$ cat src/rtl/mc_pkg.sv
// Shared encodings for the multicycle controller: state codes, opcodes, mux selects and the control bundle.
// Pure definitions; no logic, no latency, no flow control.
package mc_pkg;

    typedef enum logic [3:0] {
        S_FETCH  = 4'd0,
        S_DECODE = 4'd1,
        S_MEMADR = 4'd2,
        S_MEMRD  = 4'd3,
        S_MEMWB  = 4'd4,
        S_MEMWR  = 4'd5,
        S_EXEC   = 4'd6,
        S_ALUWB  = 4'd7,
        S_BEQ    = 4'd8,
        S_JUMP   = 4'd9,
        S_ADDIEX = 4'd10,
        S_ADDIWB = 4'd11,
        S_BNE    = 4'd12,
        S_TRAP   = 4'd13
    } state_e;

    localparam logic [5:0] OP_RTYPE = 6'h00;
    localparam logic [5:0] OP_J     = 6'h02;
    localparam logic [5:0] OP_BEQ   = 6'h04;
    localparam logic [5:0] OP_BNE   = 6'h05;
    localparam logic [5:0] OP_ADDI  = 6'h08;
    localparam logic [5:0] OP_LW    = 6'h23;
    localparam logic [5:0] OP_SW    = 6'h2B;

    localparam logic [1:0] ALUOP_ADD   = 2'b00;
    localparam logic [1:0] ALUOP_SUB   = 2'b01;
    localparam logic [1:0] ALUOP_FUNCT = 2'b10;

    localparam logic [1:0] PCSRC_ALU    = 2'b00;
    localparam logic [1:0] PCSRC_ALUOUT = 2'b01;
    localparam logic [1:0] PCSRC_JUMP   = 2'b10;

    localparam logic [1:0] SRCB_REG    = 2'b00;
    localparam logic [1:0] SRCB_FOUR   = 2'b01;
    localparam logic [1:0] SRCB_IMM    = 2'b10;
    localparam logic [1:0] SRCB_BRANCH = 2'b11;

    typedef struct packed {
        logic       pc_write;
        logic       pc_write_cond;
        logic       branch_ne;
        logic       iord;
        logic       mem_read;
        logic       mem_write;
        logic       ir_write;
        logic       mem_to_reg;
        logic       alu_src_a;
        logic       reg_write;
        logic       reg_dst;
        logic [1:0] pc_source;
        logic [1:0] alu_op;
        logic [1:0] alu_src_b;
        logic       illegal;
    } ctrl_t;

endpackage

$ cat src/rtl/mc_output_decode.sv
// Moore output decode of controller state (plus mem_ready for the FETCH writes); purely combinational.
// No backpressure of its own: FETCH holds off ir/pc writes until mem_ready.
module mc_output_decode
    import mc_pkg::*;
(
    input  state_e state,
    input  logic   mem_ready,
    output ctrl_t  ctrl
);

    always_comb begin
        ctrl = '0;
        case (state)
            S_FETCH: begin
                ctrl.mem_read  = 1'b1;
                ctrl.alu_src_b = SRCB_FOUR;
                ctrl.alu_op    = ALUOP_ADD;
                ctrl.pc_source = PCSRC_ALU;
                ctrl.ir_write  = mem_ready;
                ctrl.pc_write  = mem_ready;
            end
            S_DECODE: begin
                ctrl.alu_src_b = SRCB_BRANCH;
                ctrl.alu_op    = ALUOP_ADD;
            end
            S_MEMADR, S_ADDIEX: begin
                ctrl.alu_src_a = 1'b1;
                ctrl.alu_src_b = SRCB_IMM;
                ctrl.alu_op    = ALUOP_ADD;
            end
            S_MEMRD: begin
                ctrl.mem_read = 1'b1;
                ctrl.iord     = 1'b1;
            end
            S_MEMWB: begin
                ctrl.reg_write  = 1'b1;
                ctrl.mem_to_reg = 1'b1;
            end
            S_MEMWR: begin
                ctrl.mem_write = 1'b1;
                ctrl.iord      = 1'b1;
            end
            S_EXEC: begin
                ctrl.alu_src_a = 1'b1;
                ctrl.alu_src_b = SRCB_REG;
                ctrl.alu_op    = ALUOP_FUNCT;
            end
            S_ALUWB: begin
                ctrl.reg_write = 1'b1;
                ctrl.reg_dst   = 1'b1;
            end
            // BEQ and BNE share the compare datapath; only the branch sense differs.
            S_BEQ, S_BNE: begin
                ctrl.alu_src_a     = 1'b1;
                ctrl.alu_src_b     = SRCB_REG;
                ctrl.alu_op        = ALUOP_SUB;
                ctrl.pc_write_cond = 1'b1;
                ctrl.pc_source     = PCSRC_ALUOUT;
                ctrl.branch_ne     = (state == S_BNE);
            end
            S_JUMP: begin
                ctrl.pc_write  = 1'b1;
                ctrl.pc_source = PCSRC_JUMP;
            end
            S_ADDIWB: ctrl.reg_write = 1'b1;
            S_TRAP:   ctrl.illegal   = 1'b1;
            default:  ctrl = '0;
        endcase
    end

endmodule

$ cat src/rtl/multicycle_controller.sv
// Multicycle CPU control FSM: state register + next-state; outputs are a Moore decode of state.
// FETCH/MEMRD/MEMWR stall one cycle per mem_ready=0 when MEM_WAIT=1.
module multicycle_controller
    import mc_pkg::*;
#(
    parameter int MEM_WAIT   = 1,
    parameter int ENABLE_EXT = 1
) (
    input  logic       clk,
    input  logic       reset,
    input  logic [5:0] opcode,
    input  logic       mem_ready,
    output logic       pc_write,
    output logic       pc_write_cond,
    output logic       branch_ne,
    output logic       iord,
    output logic       mem_read,
    output logic       mem_write,
    output logic       ir_write,
    output logic       mem_to_reg,
    output logic       alu_src_a,
    output logic       reg_write,
    output logic       reg_dst,
    output logic [1:0] pc_source,
    output logic [1:0] alu_op,
    output logic [1:0] alu_src_b,
    output logic       illegal,
    output logic [3:0] state
);

    state_e state_q;
    state_e state_d;
    logic   rdy;
    logic   ext_on;
    ctrl_t  ctrl;

    assign rdy    = (MEM_WAIT == 0) ? 1'b1 : mem_ready;
    assign ext_on = (ENABLE_EXT != 0);

    always_comb begin
        state_d = state_q;
        case (state_q)
            S_FETCH:  if (rdy) state_d = S_DECODE;
            S_DECODE: begin
                case (opcode)
                    OP_LW, OP_SW: state_d = S_MEMADR;
                    OP_RTYPE:     state_d = S_EXEC;
                    OP_BEQ:       state_d = S_BEQ;
                    OP_J:         state_d = S_JUMP;
                    OP_ADDI:      state_d = ext_on ? S_ADDIEX : S_TRAP;
                    OP_BNE:       state_d = ext_on ? S_BNE : S_TRAP;
                    default:      state_d = S_TRAP;
                endcase
            end
            S_MEMADR: state_d = (opcode == OP_LW) ? S_MEMRD : S_MEMWR;
            S_MEMRD:  if (rdy) state_d = S_MEMWB;
            S_MEMWR:  if (rdy) state_d = S_FETCH;
            S_EXEC:   state_d = S_ALUWB;
            S_ADDIEX: state_d = S_ADDIWB;
            // Single-cycle tails and unused codes 14/15 all return to FETCH.
            default:  state_d = S_FETCH;
        endcase
    end

    always_ff @(posedge clk) begin
        if (reset) state_q <= S_FETCH;
        else       state_q <= state_d;
    end

    mc_output_decode u_decode (
        .state     (state_q),
        .mem_ready (rdy),
        .ctrl      (ctrl)
    );

    assign pc_write      = ctrl.pc_write;
    assign pc_write_cond = ctrl.pc_write_cond;
    assign branch_ne     = ctrl.branch_ne;
    assign iord          = ctrl.iord;
    assign mem_read      = ctrl.mem_read;
    assign mem_write     = ctrl.mem_write;
    assign ir_write      = ctrl.ir_write;
    assign mem_to_reg    = ctrl.mem_to_reg;
    assign alu_src_a     = ctrl.alu_src_a;
    assign reg_write     = ctrl.reg_write;
    assign reg_dst       = ctrl.reg_dst;
    assign pc_source     = ctrl.pc_source;
    assign alu_op        = ctrl.alu_op;
    assign alu_src_b     = ctrl.alu_src_b;
    assign illegal       = ctrl.illegal;
    assign state         = state_q;

endmodule

$ cat config.mk
export PLATFORM = sky130hd
export DESIGN_NAME = multicycle_controller
export DESIGN_NICKNAME = d
export VERILOG_FILES = /design/src/rtl/mc_pkg.sv /design/src/rtl/mc_output_decode.sv /design/src/rtl/multicycle_controller.sv
export SDC_FILE = /design/constraint.sdc
export NUM_CORES = 1
export LEC_CHECK = 0
export ABC_CLOCK_PERIOD_IN_PS = 1800
export BUFFER_PORTS_ARGS = -buffer_cell sky130_fd_sc_hd__buf_2
export CORE_AREA = 4 4 41 43
export CTS_BUF_LIST = sky130_fd_sc_hd__clkbuf_2 sky130_fd_sc_hd__clkbuf_4 sky130_fd_sc_hd__clkbuf_8
export DETAILED_ROUTE_END_ITERATION = 6
export DIE_AREA = 0 0 45 47
export HOLD_SLACK_MARGIN = 0.15
export PLACE_DENSITY = 0.84
export SKIP_CTS_REPAIR_TIMING = 1
export SLEW_MARGIN = 25
export SYNTH_ARGS = -nofsm -noshare
export SYNTH_HDL_FRONTEND = slang
export SYNTH_SLANG_ARGS = --single-unit
$ cat constraint.sdc
create_clock -name clk -period 1.8 [get_ports clk]
set_clock_uncertainty 0.1 [all_clocks]
set_input_delay 0.09 -clock clk [delete_from_list [all_inputs] [get_ports clk]]
set_output_delay 0.09 -clock clk [all_outputs]
set_load 0.005 [all_outputs]
# After elaboration in Yosys (flattened, before gate mapping)
# Index checks and enable logic that the tools add are counted.
[op_classes]
eq_ne = 22
muxes = 19
reduce_logical = 10
[ops]
columns = ["cell", "count"]
rows = [
  ["4-bit case mux with 7 select lines", 1],
  ["4-bit == test, second input constant", 6],
  ["4-bit case mux with 6 select lines", 1],
  ["4-bit case mux with 5 select lines", 1],
  ["4-bit by 3-bit == test with 1-bit output, second input constant", 4],
  ["6-bit by 3-bit == test with 1-bit output, second input constant", 2],
  ["6-bit == test, second input constant", 2],
  ["4-bit two-way mux", 3],
  ["2-bit OR reduction", 5],
  ["1-bit two-way mux", 9],
  ["4-bit by 2-bit == test with 1-bit output, second input constant", 2],
  ["6-bit by 2-bit == test with 1-bit output, second input constant", 1],
  ["6-bit by 4-bit == test with 1-bit output, second input constant", 1],
  ["6-bit logical NOT", 1],
  ["2-bit inequality test, second input constant", 3],
  ["5-bit OR reduction", 1],
  ["4-bit by 1-bit == test with 1-bit output, second input constant", 1],
  ["4-bit logical NOT", 1],
  ["2-bit case mux with 2 select lines", 1],
  ["3-bit two-way mux", 1],
  ["3-bit AND reduction", 1],
  ["3-bit OR reduction", 1],
  ["2-bit two-way mux", 1],
  ["1-bit case mux with 2 select lines", 1],
]
[word_totals]
wordCells = 52
inputBits = 9
reg_bits = 4

# Longest topological paths before layout
# Gate-level depths: netlist of run 1.
[logic_depth]
word_depth = 4
mapped_depth = 5
depth_no_buf = 4

# By module
# A second synthesis of run 1 with hierarchy kept.
[hier_totals]
hier_cells = 85
area_unflattened_um2 = 596.8
[by_module_without_submodules]
columns = ["mod", "cells_each", "area_each_um2", "seq_area_each_um2", "instances"]
rows = [
  ["multicycle_controller", 49, 371.6, 80.1, 1],
  ["mc_output_decode", 36, 225.2, 0.0, 1],
]

# Worst setup path before layout of run 1
# Ideal clock, no wire load.
[synth_path]
path_kind = "flip-flop to flip-flop"
start = "register state_q[0], in the netlist state[0]"
end = "register state_q[0], in the netlist state[0]"
arrival_ps = 1200
setup_ps = 122
path_stages_with_launch = 6
setup_slack_ps = 378
required_time_ps = 1578
path_cell_list = "dfxtp_1 -> clkbuf_1 -> nor2_1 -> a21oi_1 -> o41ai_1 -> o311a_1"
[synth_between]
elab_chain_cells = 3
elab_cells_between_ends = 12
cone_classes = "eq/ne: 9; mux: 1; reduce/logical: 2"
[synth_rtl]
columns = ["item", "line_no", "rtl"]
rows = [
  ["from (decl)", "multicycle_controller.sv:31", "state_e state_q;"],
  ["from (signal assigned)", "multicycle_controller.sv:67", "else state_q <= state_d;"],
  ["4-bit by 2-bit == test with 1-bit output (tied with other cells)", "multicycle_controller.sv:42", "case (state_q)"],
  ["2-bit inequality test (no line)", "--", ""],
  ["3-bit AND reduction (no line)", "--", ""],
]
# Parallel ways exist; a longest one is shown, timed or not.
# A chain may end at the register's enable or synchronous reset.

# Worst setup path in the final report of run 1
[layout_path]
start = "register state_q[1], in the netlist state[1]"
end = "output port pc_write"
[layout_between]
elab_chain_cells = 2
elab_cells_between_ends = 3
cone_classes = "eq/ne: 1; mux: 1; reduce/logical: 1"
[layout_rtl]
columns = ["item", "line_no", "rtl"]
rows = [
  ["4-bit == test or 4-bit logical NOT (tied branches)", "mc_output_decode.sv:13", "case (state)"],
  ["1-bit case mux with 2 select lines (*)", "mc_output_decode.sv:13", ""],
  ["to (decl)", "multicycle_controller.sv:13", "output logic pc_write,"],
]
# Mark *: on every way between the ends. The rest lies on a longest branch, timed or not.

==> out/metrics.sh, run 1 <==
STATUS='completed'
DRC_ERRORS=0
SYNTH_ASYNC_SR_FLOP_SHARE=0
GRT.MET3_USAGE=0.0153
POSTLAYOUTCELLAREA_UM2=732
DRT_ITER0_MARKERS=19
HOLD_VIOL_FINAL=0
DIE_HEIGHT_UM=47
MAX_CLOCK_FREQ_MHz=605
CRITICAL_PATH.STARTPOINT='state[1]$_SDFFE_PP0P_'
MULTI_INPUT_COMB_AREA_UM2=430
VIAS=697
MIN-DELAY-PATH-CLASS='primary input to flop'
CORE_AREA_UM2=1300
FINAL-SEQ-AREA_UM2=85.1
TIMING.FINAL.SETUP_VIOLATIONS=0
ANT_NETS=0
DRT_WL_TOTAL_UM=1570
CRITICAL_PATH.ENDPOINT_TYPE='output pin'
SYNTHTOPCELLSBYAREA='dfxtp_1 (15%), nor2_1 (12%), nand2b_1 (4.6%), nor2b_1 (4.6%), or2_2 (4.6%)'
CRIT_PATH_CELL_TRACE='nand2b_1, nor2_1, or2_2, buf_2'
LARGEST_REGISTER_FFS=4
GR-TOTAL-OVERFLOW=0
GLOBAL_ROUTE_WIRE_LENGTH_BEFORE_REPAIR_UM=2670
CRITICAL_PATH.REG2REG.STARTPOINT='state[1]$_SDFFE_PP0P_'
GR-USAGE-ALL-LAYERS=0.165
POWER.DENSITY_CELL_AREA_nW_PER_UM2=579
SYN2LAYOUT_AREA_GROWTH_PCT=34.8
GRT_MOST_USED_LAYER='met2'
CRIT_FANOUT=16
CRIT_ARRIVAL_NS=1.46
PLACEMENTROWS=13
SYN-NUM-NETS=91
CLK_ROOT_BUFFER_CELL='clkbuf_4'
SYNTHESIS.YOSYS.WARNINGS=0
YOSYSSEQAREASHARE=0.147
POST-DP-HPWL_UM=1220
FIRST_GLOBAL_VIAS=612
MAX_CAP_VIOLATIONS=0
BUFFER_PORTS.INSERTED=30
PEAKVDDDROP_mV=0.503
SYNTH_TOP_AREA_FRAC=0.147
CLOCK_TREE_FROM_TRITONCTS='yes'
CRIT_SLOWEST_CELL='dfxtp_2'
NETLIST_INSTANCES=82
VIAS_PER_CELL=5.53
DIE_W_UM=45
GRT_USE_MET2=0.246
TIMING.HOLD.WORST.START='opcode[4]'
CTS_SINKS=4
TIMING.CRITICAL_PATH.SLOWEST_CELL_DELAY_NS=0.47
WL_PER_CELL_UM=12.4
GRT_START_MAX_NET_PINS=19
WORSTSETUPPATHTYPE='flop to output pin'
UNREPAIRED_SETUP_ENDPOINTS_AFTER_GLOBAL_ROUTING='false'
WORST-ENDPOINT-REQUIRED_NS=1.61
DRIVE_GT1_FRAC=0.396
SLEW_OF_THE_PIN_WITH_THE_LOWEST_SLEW_MARGIN_NS=0.494
CLK_LATENCY_NS=0.23
PLACE.GP.CONGESTION=0.893
STARTPOINT_TYPE_OF_THE_WORST_SETUP_PATH='flop'
CTS_BUFFERS=3
PERIOD_SHARE=0.919
ANTENNA_FOUND_INITIAL=0
MAX-CLOCK-PATH-BUFFERS=2
LEAKAGEPOWER_nW=0.340
DIODES=0
FINALCOREUTILIZATION=0.563
TIMING_MAX_TRANSITION_VIOLATIONS_FINAL=0
SYNTH.FF_LATCH_COUNT=4
NETLIST.TOP_CELL.BY_AREA='dfxtp_1'
MAXSLEWHEADROOM=0.662
FINAL_NET_COUNT=122
SYNTH_EDF_COUNT=0
POSTPLACECELLAREA_UM2=694
DETAIL_ROUTE.FIRST_PASS.ITERATIONS=4
DIE-AREA_UM2=2120
MAPPEDNETLISTAREA_UM2=543
IO_PINS=31
PERIOD_NEEDED_NS=1.65
SYNTHFLOPTYPE='dfxtp_1'
SYNTHESIS.AREA_PER_INSTANCE_UM2=6.62
NUM-FILL-CELLS=145
POST_SYNTHESIS_CELL_TYPE_COUNT=36
GLOBALROUTEMET1UTIL=0.241
CTSHTREEMAXLEVEL=1
CLK_PIN_SLEW_WORST_PATHS_NS=0.04
START_UTIL=0.417
[Yosys cell counts (2+ instances only)]
cell type  instances
mux2i_1            2
a21oi_1            4
nand2_1            4
clkbuf_1           3
xnor2_1            2
nand2b_1           4
and2_1             3
dfxtp_1            4
nor2b_1            4
o311a_1            2
nor3_1             2
nor2_1            17
or2_2              4
o41ai_1            2
o211ai_1           2
inv_1              2
buf_2              2
[logic make-up (layout without fill, tap and decap cells)]
| logic type | count (synthesis) | after routing | share of synthesized area |
|---|---|---|---|
| flops | 4 | 4 | 0.147 |
| xor+xnor | 2 | 2 | 0.0323 |
| buf+inv | 8 | 37 | 0.0599 |
| mux | 2 | 2 | 0.0369 |
| simple gates | 46 | 46 | 0.445 |
| compound gates | 20 | 20 | 0.279 |
[routing by layer]
layer / wire, µm / part of all wire
met1: 713 / 0.45
met2: 712 / 0.45
met5: 0 / 0
met3: 126 / 0.080
met4: 16 / 0.010
[cell type report]
| cell class | count | area share |
|---|---|---|
| repair buffers | 32 | 0.229 |
| inverters | 2 | 0.0103 |
| clock buffers | 3 | 0.0308 |
| multi-input cells | 70 | 0.588 |
| flip-flops and latches | 4 | 0.116 |
| well taps | 15 | 0.0256 |
[metrics by stage]
step,setup WS [ns],total power [mW],setup TNS [ns],cells,hold WS [ns]
after global routing,0.0746,0.460,0,126,0.286
after global placement,0.248,0.305,0,122,0.225
after CTS,-0.00860,0.422,-0.00860,125,-0.00412
final,0.147,0.424,0,126,0.244
after floorplan,0.378,0.232,0,82,0.0591
after detailed placement,0.183,0.309,0,122,0.232
[final timing paths]
check	to	cells after the start	slack, ns
worst max register to register	state[2]$_SDFFE_PP0P_	4	0.35
worst max-delay path	pc_write	4	0.15
worst min register to register	state[3]$_SDFFE_PP0P_	1	0.48
worst min-delay path	state[2]$_SDFFE_PP0P_	3	0.24
[critical path: cells and delay by family (launching register included)]
kind          cells  cell delay [ns]
simple gates      3             0.63
flops             1             0.47
buf+inv           1             0.13
[cell usage in the layout (no fill, tap or decap), types with 2 or more instances in the layout]
cell,count
inv_1,2
a21oi_1,4
clkbuf_4,3
xnor2_1,2
nand2b_1,4
nand2_1,4
nor2_1,17
or2_2,4
and2_1,3
buf_2,30
dfxtp_2,4
o41ai_1,2
nor3_1,2
nor2b_1,4
o311a_1,2
o211ai_1,2
mux2i_1,2
[power by group]
part / switching [mW] / leakage [nW] / total [mW] / internal [mW]
sequential: 0.0278 / 0.0344 / 0.127 / 0.0990
combinational: 0.0931 / 0.291 / 0.185 / 0.0921
clock: 0.0370 / 0.0138 / 0.112 / 0.0746
No activity file was read; power rests on OpenSTA's default activity.
==> inputs of run 2 (changes only) <==
--- a/config.mk
+++ b/config.mk
@@ -12,7 +12,7 @@
 export DETAILED_ROUTE_END_ITERATION = 6
 export DIE_AREA = 0 0 45 47
 export HOLD_SLACK_MARGIN = 0.15
-export PLACE_DENSITY = 0.84
+export PLACE_DENSITY = 0.75
 export SKIP_CTS_REPAIR_TIMING = 1
 export SLEW_MARGIN = 25
 export SYNTH_ARGS = -nofsm -noshare
==> run 2 against run 1 <==
Net effect:
- register-to-register slack worse by 0.05 ns
- design area rose by 0.85%
- sequential power shrank 3%
- global-route usage is 0.13 points higher
- wire length up 5.5%
- via count up 4.3%
- sequential share of layout area shrank 0.27 points
- critical path type unchanged
==> out/metrics.sh, run 2 (synthesized netlist as in run 1, its figures left out) <==
PEAKVDDDROP_mV=0.370
TIMING.HOLD.WORST.START='opcode[4]'
DP_CELLS=123
PERIOD_SHARE=0.948
CLOCK_TREE_FROM_TRITONCTS='yes'
SYN2LAYOUT_AREA_GROWTH_PCT=35.9
CORE_AREA_UM2=1300
WORSTSETUPPATHTYPE='flop to output pin'
FIRST_GLOBAL_VIAS=597
DIODES=0
TIMING_MAX_TRANSITION_VIOLATIONS_FINAL=0
CLK_ROOT_BUFFER_CELL='clkbuf_4'
POSTPLACECELLAREA_UM2=702
CRIT_SLOWEST_CELL='dfxtp_1'
CLK_PIN_SLEW_WORST_PATHS_NS=0.03
LARGEST_REGISTER_FFS=4
DETAILEDPLACE.WORSTSLACK_NS=0.191
CRITICAL_PATH.STARTPOINT='state[2]$_SDFFE_PP0P_'
CRITICAL_PATH.REG2REG.STARTPOINT='state[2]$_SDFFE_PP0P_'
MIN-DELAY-PATH-CLASS='primary input to flop'
IO_PINS=31
PLACE.GP.CONGESTION=0.820
TIMING.FINAL.SETUP_VIOLATIONS=0
CRITICAL_PATH.ENDPOINT_TYPE='output pin'
MAXSLEWHEADROOM=0.709
WORST-ENDPOINT-REQUIRED_NS=1.61
CRIT_BUF_INV=2
STATUS='completed'
CLK_LATENCY_NS=0.23
HOLD_VIOL_FINAL=0
GLOBAL_ROUTE_WIRE_LENGTH_BEFORE_REPAIR_UM=2620
FINAL_COMMON_CELL='buf_2'
CRIT_ARRIVAL_NS=1.52
CRIT_PATH_CELL_TRACE='buf_4, nor2_1, and3_1, or2_2, buf_2'
DIE_W_UM=45
DIE-AREA_UM2=2120
GR-USAGE-ALL-LAYERS=0.167
SETUP_SLACK_NS=0.0938
CTS_SINKS=4
CRIT_FANOUT=7
DETAIL_ROUTE.FIRST_PASS.ITERATIONS=4
TIMING.CRITICAL_PATH.SLOWEST_CELL_DELAY_NS=0.45
POST-DP-HPWL_UM=1250
PERIOD_NEEDED_NS=1.71
POSTLAYOUTCELLAREA_UM2=738
GR-TOTAL-OVERFLOW=0
START_UTIL=0.417
DIE_HEIGHT_UM=47
SLEW_OF_THE_PIN_WITH_THE_LOWEST_SLEW_MARGIN_NS=0.426
ANTENNA_FOUND_INITIAL=0
VIAS_PER_CELL=5.72
DRT_ITER0_MARKERS=33
WL_PER_CELL_UM=13.0
POWER.DENSITY_CELL_AREA_nW_PER_UM2=576
GRT_START_MAX_NET_PINS=19
UNREPAIRED_SETUP_ENDPOINTS_AFTER_GLOBAL_ROUTING='false'
DRIVE_GT1_FRAC=0.393
MAX-CLOCK-PATH-BUFFERS=2
VIAS=727
DRT_WL_TOTAL_UM=1650
DRC_ERRORS=0
FINISH.CELL_COUNT_WITHOUT_FILLERS=127
ANT_NETS=0
FINAL_NET_COUNT=123
STARTPOINT_TYPE_OF_THE_WORST_SETUP_PATH='flop'
BUFFER_PORTS.INSERTED=30
CTS_BUFFERS=3
NUM-FILL-CELLS=149
CTSHTREEMAXLEVEL=1
LEAKAGEPOWER_nW=0.345
MAX_CAP_VIOLATIONS=0
PLACEMENTROWS=13
MAX_CLOCK_FREQ_MHz=586
CP_TOP_FAMILY='simple AND/OR/NAND/NOR gates'
LAYOUT_COMMON_CELLS='buf_2 (30), nor2_1 (17)'
run 2: changes by cell type in the layout (fill, tap and decap cells not counted), sizes merged:
cell / change
buf: +1
run 2: report_power, final:
group / internal [mW] / switching [mW] / total, mW
Clock: 0.0745 / 0.0353 / 0.110
Sequential: 0.0986 / 0.0246 / 0.123
Combinational: 0.0945 / 0.0980 / 0.193
Total: 0.268 / 0.158 / 0.425
run 2: per-layer routing:
metal,part of all wire,wire length [µm],track usage
met5,0,0,0
met1,0.41,678,0.240
met3,0.092,152,0.0345
met2,0.48,793,0.229
met4,0.018,29,0.0877
run 2: path summary, 6_finish.rpt:
check	end	slack, ns	cells past startpoint
setup reg to reg	state[0]$_SDFFE_PP0P_	0.30	5
hold reg to reg	state[1]$_SDFFE_PP0P_	0.52	2
setup / recovery	pc_write	0.09	5
hold / removal	state[2]$_SDFFE_PP0P_	0.24	3
run 2: stage by stage:
stage | hold slack [ns] | TNS (ns) | util | total power, mW
6_report | 0.238 | 0 | 0.567 | 0.425
5_1_grt | 0.251 | 0 | 0.567 | 0.466
4_1_cts | -0.0172 | -0.0511 | 0.557 | 0.428
3_5_place_dp | 0.231 | 0 | 0.539 | 0.314
3_3_place_gp | 0.230 | 0 | 0.539 | 0.311
2_1_floorplan | 0.0591 | 0 | - | 0.232
run 2: worst min-delay path: cells and delay by family:
kind	cells	cell delay [ns]
AOI/OAI and AO/OA	2	0.30
buffers and inverters	1	0.14
run 2: final cells by class:
class | count | area (µm²) | share of cell area
multi-input cells | 70 | 430 | 0.583
repair buffers | 33 | 175 | 0.237
flip-flops and latches | 4 | 83.8 | 0.114
clock buffers | 3 | 22.5 | 0.0305
well taps | 15 | 18.8 | 0.0254
inverters | 2 | 7.51 | 0.0102
==> inputs of run 3 (changes only) <==
--- a/config.mk
+++ b/config.mk
@@ -7,10 +7,10 @@
 export LEC_CHECK = 0
 export ABC_CLOCK_PERIOD_IN_PS = 1800
 export BUFFER_PORTS_ARGS = -buffer_cell sky130_fd_sc_hd__buf_2
-export CORE_AREA = 4 4 41 43
+export CORE_AREA = 2 2 39 41
 export CTS_BUF_LIST = sky130_fd_sc_hd__clkbuf_2 sky130_fd_sc_hd__clkbuf_4 sky130_fd_sc_hd__clkbuf_8
 export DETAILED_ROUTE_END_ITERATION = 6
-export DIE_AREA = 0 0 45 47
+export DIE_AREA = 0 0 41 43
 export HOLD_SLACK_MARGIN = 0.15
 export PLACE_DENSITY = 0.75
 export SKIP_CTS_REPAIR_TIMING = 1
==> run 3 against run 2 <==
Net effect:
- sequential cell count unchanged
- critical path depth down 1
- sequential power fell by 4%
- combinational power about the same
- core utilization fell by 3.4 points
- design area is the same
- wire length decreased by 14%
- sequential share of layout area down 0.17 points
- non-clock buffer count stayed put
- critical path type unchanged
- largest cell class unchanged
==> out/metrics.sh, run 3 (synthesized netlist as in run 1, its figures left out) <==
R2R-END='state[2]$_SDFFE_PP0P_'
ANTENNA_FOUND_INITIAL=0
CLK_LATENCY_NS=0.23
DRC_ERRORS=0
MAX_CLOCK_FREQ_MHz=601
DIODES=0
CTS_SINKS=4
PEAKVDDDROP_mV=0.362
START_UTIL=0.392
DIE-AREA_UM2=1760
VIAS_PER_CELL=5.39
ANT_NETS=0
TIMING.CRITICAL_PATH.SLOWEST_CELL_DELAY_NS=0.52
SHARE_SEQ_OF_TOTAL_POWER=0.283
GLOBAL_ROUTE_WIRE_LENGTH_BEFORE_REPAIR_UM=2390
IO_PINS=31
PERIOD_NEEDED_NS=1.66
TOTALNEGATIVESETUPSLACK_NS=0
DRT_ITER0_MARKERS=14
CLK_PIN_SLEW_WORST_PATHS_NS=0.04
BUFFER_PORTS.INSERTED=30
TIMING_MAX_TRANSITION_VIOLATIONS_FINAL=0
DRIVE_GT1_FRAC=0.384
GR-USAGE-ALL-LAYERS=0.187
WORST-ENDPOINT-REQUIRED_NS=1.61
UNREPAIRED_SETUP_ENDPOINTS_AFTER_GLOBAL_ROUTING='false'
TIMING.FINAL.SETUP_VIOLATIONS=0
DETAIL_ROUTE.FIRST_PASS.ITERATIONS=4
CRIT_ARRIVAL_NS=1.47
LEAKAGEPOWER_nW=0.344
PERIOD_SHARE=0.924
FINALCOREUTILIZATION=0.533
SLEW_OF_THE_PIN_WITH_THE_LOWEST_SLEW_MARGIN_NS=0.426
SWITCHING_SHARE=0.360
CORE_AREA_UM2=1380
WL_PER_CELL_UM=11.1
WORST_R2R_PATH_DEPTH=4
STATUS='completed'
PLACE.GP.CONGESTION=0.791
DRT_WL_TOTAL_UM=1420
LARGEST_REGISTER_FFS=4
GR-TOTAL-OVERFLOW=0
INTERNAL_POWER_CONTRIBUTION_uW=267
MAX-CLOCK-PATH-BUFFERS=2
STARTPOINT_TYPE_OF_THE_WORST_SETUP_PATH='flop'
LAYOUT_COMMON_CELLS='buf_2 (30), nor2_1 (17)'
MAXSLEWHEADROOM=0.713
WORSTHOLDPATHCELLS=4
CTSHTREEMAXLEVEL=1
POST-DP-HPWL_UM=1150
GRT_START_MAX_NET_PINS=19
CRIT_FANOUT=13
CTS_BUFFERS=3
MIN-DELAY-PATH-CLASS='primary input to flop'
POWER.DENSITY_CELL_AREA_nW_PER_UM2=564
CLOCK_TREE_FROM_TRITONCTS='yes'
SYN2LAYOUT_AREA_GROWTH_PCT=35.9
RELATIVE_CONTRIBUTION_OF_COMBINATIONAL_CELLS_TO_TOTAL_POWER=0.461
FINAL_NET_COUNT=123
DIE_W_UM=41
CLK_ROOT_BUFFER_CELL='clkbuf_4'
DIE_HEIGHT_UM=43
VIAS=690
MAX_CAP_VIOLATIONS=0
CRIT_SLOWEST_CELL='dfxtp_1'
WORSTSETUPPATHTYPE='flop to output pin'
FIRST_GLOBAL_VIAS=604
NET-SWITCHING-POWER_uW=150
HOLDPATHEND='state[1]$_SDFFE_PP0P_'
CRIT_PATH_CELL_TRACE='nor2_1, and3_1, or2_2, buf_2'
TIMING.HOLD.WORST.START='opcode[3]'
CLOCK_NETWORK_FRACTION_OF_TOTAL_POWER=0.256
PLACEMENTROWS=14
CRITICAL_PATH.ENDPOINT_TYPE='output pin'
FINAL_COMMON_CELL='buf_2'
HOLD_VIOL_FINAL=0
REG2REG_SETUP_SLACK_NS=0.28
CRITICAL_PATH.REG2REG.STARTPOINT='state[0]$_SDFFE_PP0P_'
## run 3: changes by cell type in the layout (fill, tap and decap cells not counted)
| cell | previous run | this run |
|---|---|---|
| dfxtp_1 | 1 | 2 |
| dfxtp_2 | 3 | 2 |
## run 3: worst max path at each step
| stage | startpoint | endpoint | slack [ns] | depth (start not counted) |
|---|---|---|---|---|
| after floorplan | state[0]$_SDFFE_PP0P_ | state[0]$_SDFFE_PP0P_ | 0.38 | 5 |
| after global placement | state[1]$_SDFFE_PP0P_ | state[2]$_SDFFE_PP0P_ | 0.18 | 4 |
| after detailed placement | state[1]$_SDFFE_PP0P_ | state[2]$_SDFFE_PP0P_ | 0.19 | 4 |
| after CTS | state[3]$_SDFFE_PP0P_ | reg_write | 0.02 | 4 |
| after global routing | state[0]$_SDFFE_PP0P_ | pc_write | 0.001 | 4 |
| final | state[0]$_SDFFE_PP0P_ | pc_write | 0.14 | 4 |
## run 3: per-layer routing
metal | up-vias | global-route usage | routed length [µm]
li1 | 361 | - | -
met1 | 309 | 0.248 | 666
met2 | 20 | 0.300 | 694
met3 | 0 | 0.0157 | 63
met4 | 0 | 0.0667 | 0
met5 | - | 0 | 0
## run 3: area by class of cell
class                   count  area (µm²)
fillers                   143         646
multi-input cells          70         430
inverters                   2        7.51
well taps                  16        20.0
repair buffers             33         175
clock buffers               3        22.5
flip-flops and latches      4        82.6
## run 3: power by group through the flow
stage | clock [mW] | sequential, mW | combinational (mW)
floorplan | 0 | 0.106 | 0.126
global placement | 0 | 0.118 | 0.191
detailed placement | 0 | 0.119 | 0.190
CTS | 0.111 | 0.117 | 0.191
global route | 0.121 | 0.121 | 0.219
finish | 0.106 | 0.118 | 0.192
## run 3: worst max-delay path, delay by kind of cell, from the launching register on
| kind | cells | cell delay [ns] |
|---|---|---|
| flops | 1 | 0.52 |
| simple gates | 3 | 0.60 |
| buf+inv | 1 | 0.12 |
## run 3: metrics by stage
step / std cells / setup WS (ns) / hold slack [ns] / area, µm² / power [mW]
after detailed placement: 124 / 0.186 / 0.232 / 703 / 0.309
after global routing: 128 / 0.00146 / 0.276 / 738 / 0.460
after global placement: 124 / 0.179 / 0.247 / 703 / 0.309
final: 128 / 0.137 / 0.243 / 738 / 0.417
after floorplan: 82 / 0.378 / 0.0591 / 543 / 0.232
after CTS: 127 / 0.0175 / -0.00560 / 726 / 0.420
